==> src/rtl/display_pkg.sv <==
// Shared constants for the multiplexed hex display: default parameters and
// the active-low seven-segment code table (bit order a b c d e f g, a = MSB).
package display_pkg;

  localparam int DEF_NUM_DIGITS  = 8;
  localparam int DEF_REFRESH_DIV = 5000;
  localparam int DEF_BRIGHT_W    = 3;

  localparam logic [6:0] SEG_OFF = 7'b1111111;

  // Entry n is the pattern for hex digit n; listed from F down to 0.
  localparam logic [15:0][6:0] SEG_TABLE = {
    7'b0111000,  // F
    7'b0110000,  // E
    7'b1000010,  // d
    7'b0110001,  // C
    7'b1100000,  // b
    7'b0001000,  // A
    7'b0000100,  // 9
    7'b0000000,  // 8
    7'b0001111,  // 7
    7'b0100000,  // 6
    7'b0100100,  // 5
    7'b1001100,  // 4
    7'b0000110,  // 3
    7'b0010010,  // 2
    7'b1001111,  // 1
    7'b0000001   // 0
  };

endpackage

==> src/rtl/hex_to_seg.sv <==
// Combinational nibble-to-segment decoder; a blanked digit turns a..g off.
module hex_to_seg
  import display_pkg::*;
(
  input  logic [3:0] nibble_i,
  input  logic       blank_i,
  output logic [6:0] seg_o
);

  assign seg_o = blank_i ? SEG_OFF : SEG_TABLE[nibble_i];

endmodule

==> src/rtl/hex_display_scanner.sv <==
// Time-multiplexed hex display driver with shadowed load, leading-zero
// blanking and PWM brightness; all outputs are registered.
module hex_display_scanner
  import display_pkg::*;
#(
  parameter int NUM_DIGITS  = DEF_NUM_DIGITS,
  parameter int REFRESH_DIV = DEF_REFRESH_DIV,
  parameter int BRIGHT_W    = DEF_BRIGHT_W
)(
  input  logic                    clock,
  input  logic                    rstn,
  input  logic [4*NUM_DIGITS-1:0] value,
  input  logic [NUM_DIGITS-1:0]   dots,
  input  logic                    load,
  input  logic                    blank_lz,
  input  logic [BRIGHT_W-1:0]     brightness,
  output logic [NUM_DIGITS-1:0]   digit,
  output logic [7:0]              segment,
  output logic                    scan_done
);

  localparam int PW = (REFRESH_DIV > 1) ? $clog2(REFRESH_DIV) : 1;
  localparam int IW = (NUM_DIGITS > 1) ? $clog2(NUM_DIGITS) : 1;
  localparam logic [PW-1:0] PRE_LAST = PW'(REFRESH_DIV - 1);
  localparam logic [IW-1:0] IDX_LAST = IW'(NUM_DIGITS - 1);

  logic [PW-1:0]           pre_q, pre_d;
  logic [IW-1:0]           idx_q, idx_d;
  logic [4*NUM_DIGITS-1:0] val_q;
  logic [NUM_DIGITS-1:0]   dots_q;
  logic                    blz_q;
  logic                    wrap_q;
  logic                    scan_done_q;
  logic [NUM_DIGITS-1:0]   digit_q, digit_d;
  logic [7:0]              segment_q, segment_d;

  logic                    tc_wrap;
  logic [31:0]             on_lim;
  logic                    lit;
  logic [3:0]              cur_nib;
  logic [NUM_DIGITS-1:0]   lz;
  logic                    run_zero;
  logic                    blank;
  logic [6:0]              seg7;

  always_comb begin
    pre_d = pre_q + 1'b1;
    idx_d = idx_q;
    if (pre_q == PRE_LAST) begin
      pre_d = '0;
      idx_d = (idx_q == IDX_LAST) ? '0 : idx_q + 1'b1;
    end
  end

  assign tc_wrap = (pre_q == PRE_LAST) && (idx_q == IDX_LAST);

  // On-time of each slot scales with brightness; full code gives the whole slot.
  assign on_lim = ((32'(brightness) + 32'd1) * 32'(REFRESH_DIV)) >> BRIGHT_W;
  assign lit    = 32'(pre_q) < on_lim;

  // lz[i] is set when nibble i and every more-significant nibble are zero.
  always_comb begin
    lz       = '0;
    run_zero = 1'b1;
    for (int i = NUM_DIGITS - 1; i >= 0; i--) begin
      run_zero = run_zero && (val_q[4*i +: 4] == 4'h0);
      lz[i]    = run_zero;
    end
  end

  assign cur_nib = val_q[{idx_q, 2'b00} +: 4];
  assign blank   = blz_q && (idx_q != '0) && lz[idx_q];

  hex_to_seg u_hex_to_seg (
    .nibble_i (cur_nib),
    .blank_i  (blank),
    .seg_o    (seg7)
  );

  always_comb begin
    digit_d = '1;
    if (lit) digit_d[idx_q] = 1'b0;
    segment_d = {seg7, ~dots_q[idx_q]};
  end

  // scan_done is delayed one extra cycle so it lines up with digit 0 on the outputs.
  always_ff @(posedge clock or negedge rstn) begin
    if (!rstn) begin
      pre_q       <= '0;
      idx_q       <= '0;
      val_q       <= '0;
      dots_q      <= '0;
      blz_q       <= 1'b0;
      wrap_q      <= 1'b0;
      scan_done_q <= 1'b0;
      digit_q     <= '1;
      segment_q   <= 8'hFF;
    end else begin
      pre_q       <= pre_d;
      idx_q       <= idx_d;
      if (load) begin
        val_q  <= value;
        dots_q <= dots;
        blz_q  <= blank_lz;
      end
      wrap_q      <= tc_wrap;
      scan_done_q <= wrap_q;
      digit_q     <= digit_d;
      segment_q   <= segment_d;
    end
  end

  assign digit     = digit_q;
  assign segment   = segment_q;
  assign scan_done = scan_done_q;

endmodule
==> config.mk <==
export PLATFORM = sky130hd
export DESIGN_NAME = hex_display_scanner
export DESIGN_NICKNAME = d
export VERILOG_FILES = /design/src/rtl/display_pkg.sv /design/src/rtl/hex_to_seg.sv /design/src/rtl/hex_display_scanner.sv
export SDC_FILE = /design/constraint.sdc
export NUM_CORES = 1
export LEC_CHECK = 0
export ABC_AREA = 0
export CORE_MARGIN = 8
export CORE_UTILIZATION = 50
export DETAILED_ROUTE_END_ITERATION = 6
export HOLD_SLACK_MARGIN = 0.08
export PLACE_DENSITY = 0.85
export SETUP_SLACK_MARGIN = 0.1
export SYNTH_ARGS = -nofsm -noshare
export SYNTH_HDL_FRONTEND = slang
export SYNTH_SLANG_ARGS = --single-unit
export TNS_END_PERCENT = 100
==> constraint.sdc <==
create_clock -name clock -period 2.85 [get_ports clock]
set_input_delay 0.4275 -clock clock [delete_from_list [all_inputs] [get_ports clock]]
set_output_delay 0.4275 -clock clock [all_outputs]
set_load 0.01 [all_outputs]
# Yosys cells after proc, flatten, opt, wreduce, memory -nomap -nowiden
# Memory sizes are Yosys's and may differ from the RTL's.
# Index checks and enable logic that the tools add are counted.
word_totals:
  out_inout_bits: 17
  mem_bits_ro: 112
  mem_bits_rw: 0
  register_bits: 75
  elab_cells: 54
  latchBits: 0
  n_memories: 1
op_classes:
  n_mul: 1
  bitwise: 2
  shifts: 1
  add_sub_neg: 3
  div: 0
  n_eq_ne: 2
  reduce_logical: 20
  mux: 11
  order_cmp: 4
memory_table:
  columns: ["name", "depth", "word_bits", "read_ports", "rd_clocked_by_memory_dff", "wr", "line_no", "source"]
  rows:
  - ["(name not given)", 16, 7, 1, 0, 0, "hex_to_seg.sv:10", "assign seg_o = blank_i ? SEG_OFF : SEG_TABLE[nibble_i];"]
ops:
  columns: ["cell", "count"]
  rows:
  - ["$logic_not A4 Y1", 8]
  - ["$shiftx A32 B6 Y4", 1]
  - ["$lt A13 B14 Y1", 1]
  - ["$mul A4 B10 Y14 const B", 1]
  - ["$mux W7", 2]
  - ["$add A13 B1 Y13 const B", 1]
  - ["$eq A13 B13 Y1 const B", 1]
  - ["$mux W13", 1]
  - ["$logic_and A1 B1 Y1", 11]
  - ["$mux W8", 1]
  - ["$not A8 Y8", 1]
  - ["$bmux W1 S3", 2]
  - ["$lt A4 B5 Y1 const B", 1]
  - ["$add A3 B1 Y4 const B", 1]
  - ["$lt A3 B4 Y1 const B", 1]
  - ["$add A3 B1 Y3 const B", 1]
  - ["$demux W1 S3", 1]
  - ["$eq A3 B3 Y1 const B", 1]
  - ["$ge A3 B1 Y1 const B", 1]
  - ["$mux W1", 3]
  - ["$mux W3", 1]
  - ["$reduce_bool A3 Y1", 1]
  - ["$not A1 Y1", 1]

# Logic depth before layout (Yosys ltp)
logic_depth:
  depth_word: 12
  mapped_depth: 20

# Hierarchy
# A second synthesis with hierarchy kept.
unflattened:
  hier_cells: 353
  area_unflattened_um2: 4190.3
modules_own_cells:
  columns: ["module", "n_inst", "cells_each", "area_per_inst_um2"]
  rows:
  - ["hex_display_scanner", 1, 317, 3896.2]
  - ["hex_to_seg", 1, 36, 294.0]

# Least setup slack after synthesis
# Ideal clock, no wire load.
synth_path:
  path_type: "input -> register"
  start: "input brightness[0]"
  end: "register digit_q[1] (netlist: digit[1])"
  arrival_time_ps: 4405
  path_buffers: 1
  setup_slack_ps: -1661
  stages: 20
  setup_ps: 106
  path_cell_list: "ha_1 -> clkbuf_1 -> xor2_1 -> inv_1 -> ha_1 -> inv_1 -> ha_1 -> ha_1 -> inv_1 -> fa_1 -> nor2b_1 -> o21ai_0 -> a21boi_0 -> o31ai_1 -> a222oi_1 -> ha_1 -> and3_1 -> o311a_1 -> a211oi_2 -> o2111ai_1"
synth_between:
  elab_chain_cells: 4
synth_lines:
  columns: ["item", "line_no", "source"]
  rows:
  - ["start, declared", "hex_display_scanner.sv:16", "input logic [BRIGHT_W-1:0] brightness,"]
  - ["$add A3 B1 Y4", "hex_display_scanner.sv:58", "assign on_lim = ((32'(brightness) + 32'd1) * 32'(REFRESH_DIV)) >> BRIGHT_W;"]
  - ["$mul A4 B10 Y14", "hex_display_scanner.sv:58", null]
  - ["$lt A13 B14 Y1", "hex_display_scanner.sv:59", "assign lit = 32'(pre_q) < on_lim;"]
  - ["$mux W8", "hex_display_scanner.sv:82", "if (lit) digit_d[idx_q] = 1'b0;"]
  - ["via digit_d[1]", "hex_display_scanner.sv:34", "logic [NUM_DIGITS-1:0] digit_q, digit_d;"]
  - ["end signal, assigned", "hex_display_scanner.sv:108", "digit_q <= digit_d;"]
  - ["end, declared", "hex_display_scanner.sv:34", null]
# The timed path passes the listed nets, and every way through them passes these cells.
# A chain may end at the register's enable or synchronous reset.

# Final worst setup path
layout_path:
  start: "input brightness[1]"
  end: "register digit_q[4] (netlist: digit[4])"
# The elaborated chain is that of the path after synthesis.

==> Implementation_results.wiki <==
{| class="wikitable"
! Metric !! Value
|-
| Global placer's final weighted congestion || 0.894
|-
| Number of routed nets with antenna violations || 0
|-
| Maximum vdd drop || 0.397 mV
|-
| Result of the run || finished with violations
|-
| Cell with the largest stage delay on the worst path || sky130_fd_sc_hd__a222oi_1
|-
| Post-synthesis sequential element count || 75
|-
| Min setup slack post-route || -1.12 ns
|-
| Worst hold-check path type || primary input to async pin
|-
| IO Pins || 64
|-
| Cell seen most often among critical-path stages || sky130_fd_sc_hd__ha_4
|-
| Number of DRC markers after the initial detailed-route iteration || 133
|-
| Worst-case clock buffer depth || 2
|-
| Type of destination of the critical path || register
|-
| Timing-limited maximum frequency || 252 MHz
|-
| Clock tree from TritonCTS || yes
|-
| Vias || 3216
|-
| Critical path's top delay family || adder cells
|-
| Cts hold-fix bufs || 0
|-
| Final cell count without fillers || 561
|-
| Horizontal die dimension || 108 µm
|-
| Floorplan row count || 33
|-
| Post-Syn Nets || 438
|-
| Cell depth of the worst flop-to-flop path || 6
|-
| Antenna violations before repair || 0
|-
| Area of the die || 11600 µm²
|-
| Total grt overflow || 0
|-
| Final setup fails || 8
|-
| Leading post-synthesis cells by cell area || sky130_fd_sc_hd__dfrtp_1 (35%), sky130_fd_sc_hd__mux2_2 (11%), sky130_fd_sc_hd__ha_1 (10%), sky130_fd_sc_hd__dfstp_2 (10%), sky130_fd_sc_hd__mux4_2 (2.7%)
|-
| First-pass GRT wire length || 16600 µm
|-
| Number of search-and-repair iterations in the first detailed-routing pass || 4
|-
| Port Buffer Count || 63
|-
| Overall power after layout || 2.95 mW
|-
| Post-synth top cells || sky130_fd_sc_hd__dfrtp_1 (59), sky130_fd_sc_hd__mux2_2 (42), sky130_fd_sc_hd__ha_1 (35)
|-
| Dominant register cell in the synthesized netlist || sky130_fd_sc_hd__dfrtp_1
|-
| Number of levels the H-tree was split into || 3
|-
| Sequential share of power || 40.9%
|-
| Slew Viols, Final || 0
|-
| Post-route worst hold slack || 0.114 ns
|-
| Maxcap violations || 0
|-
| Post-Place Setup Slack || -2.05 ns
|-
| Post-Synthesis Cells || 355
|-
| Number of buffers created by CTS || 9
|-
| Post-synthesis cell type with the largest combined area || sky130_fd_sc_hd__dfrtp_1
|-
| Clk network pwr share || 36.7%
|-
| Source-to-sink clock delay at the later pin of the worst-skew pair || 0.35 ns
|-
| Min Clock Period, post-route || 3.97 ns
|-
| Sequential-to-total area share from yosys stat || 45.1%
|-
| Launching element type of the critical path || primary input
|-
| Largest fanout on the critical path || 8
|-
| Total standard cell area after synthesis || 4200 µm²
|-
| Transition at the pin with the smallest max-transition slack || 0.940 ns
|-
| Internal Power || 2.23 mW
|-
| Detail-routed net length per standard cell || 17.8 µm
|-
| Static leakage power || 2.37 nW
|-
| CP cell instances || buf_8, ha_4, xor2_2, inv_2, ha_4, inv_4, ha_4, o21bai_1, ha_1, ha_4, nor2b_1, o21ai_1, a21boi_2, o31ai_1, a222oi_1, ha_1, and3_4, o311a_4, a211oi_4, buf_6, o211ai_1
|-
| Max stage delay on crit path || 0.37 ns
|-
| Post-synth ARST share || 100%
|-
| Power per cell area || 525 nW/µm²
|-
| Setup repair after global routing missed its margin || yes
|-
| Starting Density || 51.4%
|-
| Clock net sink count || 75
|-
| Fin nets || 534
|-
| Synth cell types || 56
|-
| Clock tree root driver cell || sky130_fd_sc_hd__clkbuf_8
|-
| Yosys warns || 0
|-
| Critical register-to-register path startpoint || idx_q[1]$_DFFE_PN0N_
|-
| Skew final || 0.00668 ns
|-
| Placed Cells incl. Taps || 539
|-
| DRC viols || 0
|-
| Buffers and inverters on the worst path || 4
|-
| Clock edge transition at the registers on the reported setup and hold paths || 0.08 ns
|-
| Req. time, crit path || 3.09 ns
|-
| Final Hold Violating Endpoints || 0
|-
| Crit Reg-Reg Endpoint || segment[4]$_DFF_PN1_
|-
| Placeable core region || 8180 µm²
|-
| Maximum number of pins on one net before global-route repair || 46
|-
| Worst max-slew margin expressed relative to the limit || 37.2%
|-
| Number of diodes added for antenna fixing || 0
|-
| Chip height || 108 µm
|-
| Fraction of power spent switching nets || 24.5%
|-
| Area share of the largest cell type after synthesis || 35.1%
|-
| Mean instance size in the synthesized netlist || 11.8 µm²
|-
| Violations in the final reports || setup timing
|-
| Via density per instance || 5.73
|-
| Synth-to-Final Area Change || 33.6%
|-
| Setup slack, reg-to-reg || 0.35 ns
|-
| Combined global-route utilization of all metal layers || 18.0%
|-
| Final-layout fill cell count || 564
|-
| Most instantiated library cell after synthesis || sky130_fd_sc_hd__dfrtp_1
|-
| Total length of routed wires || 9990 µm
|-
| Period utilisation layout || 139%
|-
| Number of enable-type register cells in the synthesized netlist || 0
|-
| Data arrival, critical path || 4.21 ns
|-
| Fraction of final layout cells sized beyond drive strength 1 || 33.1%
|-
| Combinational cell fraction of total power || 22.3%
|-
| Switching power total || 721 µW
|-
| Kind of critical path || primary input to register
|-
| Number of global-route vias before repair || 3463
|-
| Placed wire-length estimate after detailed placement || 7210 µm
|}
layer usage:
layer	part of all wire, %	routed length (µm)	vias to the layer above	GRT usage, %
li1	-	-	1488	-
met1	42	4160	1602	21.2
met2	51	5120	94	29.7
met3	4.2	418	32	4.61
met4	2.9	291	0	9.02
met5	0	0	-	0
sequential cells by signal, summed over array words and instances (netlist names):
name and cells:
pre_q 13, idx_q 3, blz_q 1, scan_done 1, wrap_q 1, val_q 32, segment 8, digit 8
dots_q 8
per-stage QoR:
stage | setup TNS (ns) | cell area, µm² | utilization (%)
final | -8.79 | 5610 | 68.7
after global routing | -9.89 | 5610 | 68.7
after CTS | -8.33 | 5580 | 68.2
after detailed placement | -16.14 | 5170 | 63.3
after global placement | -14.32 | 5170 | 63.3
after floorplan | -10.20 | 4270 | -
worst reg2reg max path: stages, from the launching register on:
cell	delay (ns)
sky130_fd_sc_hd__dfrtp_1	0.65
sky130_fd_sc_hd__buf_4	0.28
sky130_fd_sc_hd__mux2i_1	0.21
sky130_fd_sc_hd__o21ai_0	0.11
sky130_fd_sc_hd__a211oi_2	0.82
sky130_fd_sc_hd__nand3_1	0.21
sky130_fd_sc_hd__o2111ai_1	0.15
cells by family after synthesis:
kind of cell	share of synthesized area (%)
AO/OA/AOI/OAI	10.3
multiplexers	16.5
adder cells (fa/ha/maj)	10.9
XOR/XNOR	3.33
flip-flops	45.1
buffers and inverters	4.02
AND/OR/NAND/NOR	9.76
cell usage in the layout, fill, tap and decap left out, types with 3 or more instances in the layout:
master,Yosys,layout
sky130_fd_sc_hd__o21ai_1,3,4
sky130_fd_sc_hd__nor3_1,5,5
sky130_fd_sc_hd__buf_4,0,34
sky130_fd_sc_hd__a21o_1,4,4
sky130_fd_sc_hd__nor2_1,14,14
sky130_fd_sc_hd__mux4_2,5,5
sky130_fd_sc_hd__xnor2_1,8,8
sky130_fd_sc_hd__dfrtp_1,59,59
sky130_fd_sc_hd__nand3_1,11,11
sky130_fd_sc_hd__mux2_2,42,42
sky130_fd_sc_hd__nor2b_1,3,3
sky130_fd_sc_hd__dfstp_2,16,16
sky130_fd_sc_hd__mux2i_1,6,6
sky130_fd_sc_hd__inv_2,0,3
sky130_fd_sc_hd__xor2_1,8,7
sky130_fd_sc_hd__nand2_1,18,18
sky130_fd_sc_hd__or4_1,4,4
sky130_fd_sc_hd__clkdlybuf4s50_1,0,59
sky130_fd_sc_hd__inv_1,21,17
sky130_fd_sc_hd__a31oi_1,3,3
sky130_fd_sc_hd__clkbuf_8,2,10
sky130_fd_sc_hd__ha_4,0,6
sky130_fd_sc_hd__a21oi_1,6,6
sky130_fd_sc_hd__o2111ai_2,0,3
sky130_fd_sc_hd__nand4_1,3,3
sky130_fd_sc_hd__bufinv_16,0,4
sky130_fd_sc_hd__or3_1,3,3
sky130_fd_sc_hd__ha_1,35,28
sky130_fd_sc_hd__o21ai_0,11,10
sky130_fd_sc_hd__o211ai_1,10,10
worst max-delay path by stage:
| stage | startpoint | to | slack, ns | cells past startpoint |
|---|---|---|---|---|
| floorplan | brightness[0] | digit[1]$_DFF_PN1_ | -1.29 | 20 |
| global placement | brightness[0] | digit[7]$_DFF_PN1_ | -1.81 | 20 |
| detailed placement | brightness[0] | digit[7]$_DFF_PN1_ | -2.05 | 20 |
| CTS | brightness[0] | digit[4]$_DFF_PN1_ | -1.08 | 21 |
| global route | brightness[1] | digit[5]$_DFF_PN1_ | -1.27 | 21 |
| finish | brightness[1] | digit[4]$_DFF_PN1_ | -1.12 | 21 |
power by group through the flow:
stage                     logic, mW  registers, mW  clock network, mW
after detailed placement      0.588           1.23                  0
final                         0.659           1.21               1.08
after global placement        0.558           1.22                  0
after CTS                     0.632           1.21               1.10
after global routing          0.723           1.22               1.16
after floorplan               0.318           1.21                  0
timing repair:
action | in CTS | in global routing
setup endpoints to repair | 8 | 8
pin swaps | 22 | 13
resized for setup | 30 | 4
buffers inserted | 6 | 1
area by class of cell:
| class | instances | area [µm²] | area share [%] |
|---|---|---|---|
| multi-input cells | 244 | 2290 | 40.8 |
| flip-flops and latches | 75 | 1900 | 33.8 |
| repair buffers | 100 | 937 | 16.7 |
| clock buffers | 10 | 138 | 2.45 |
| clock inverters | 6 | 136 | 2.43 |
| well taps | 105 | 131 | 2.34 |
| inverters | 21 | 81.3 | 1.45 |
No activity file was read; power rests on OpenSTA's default activity.
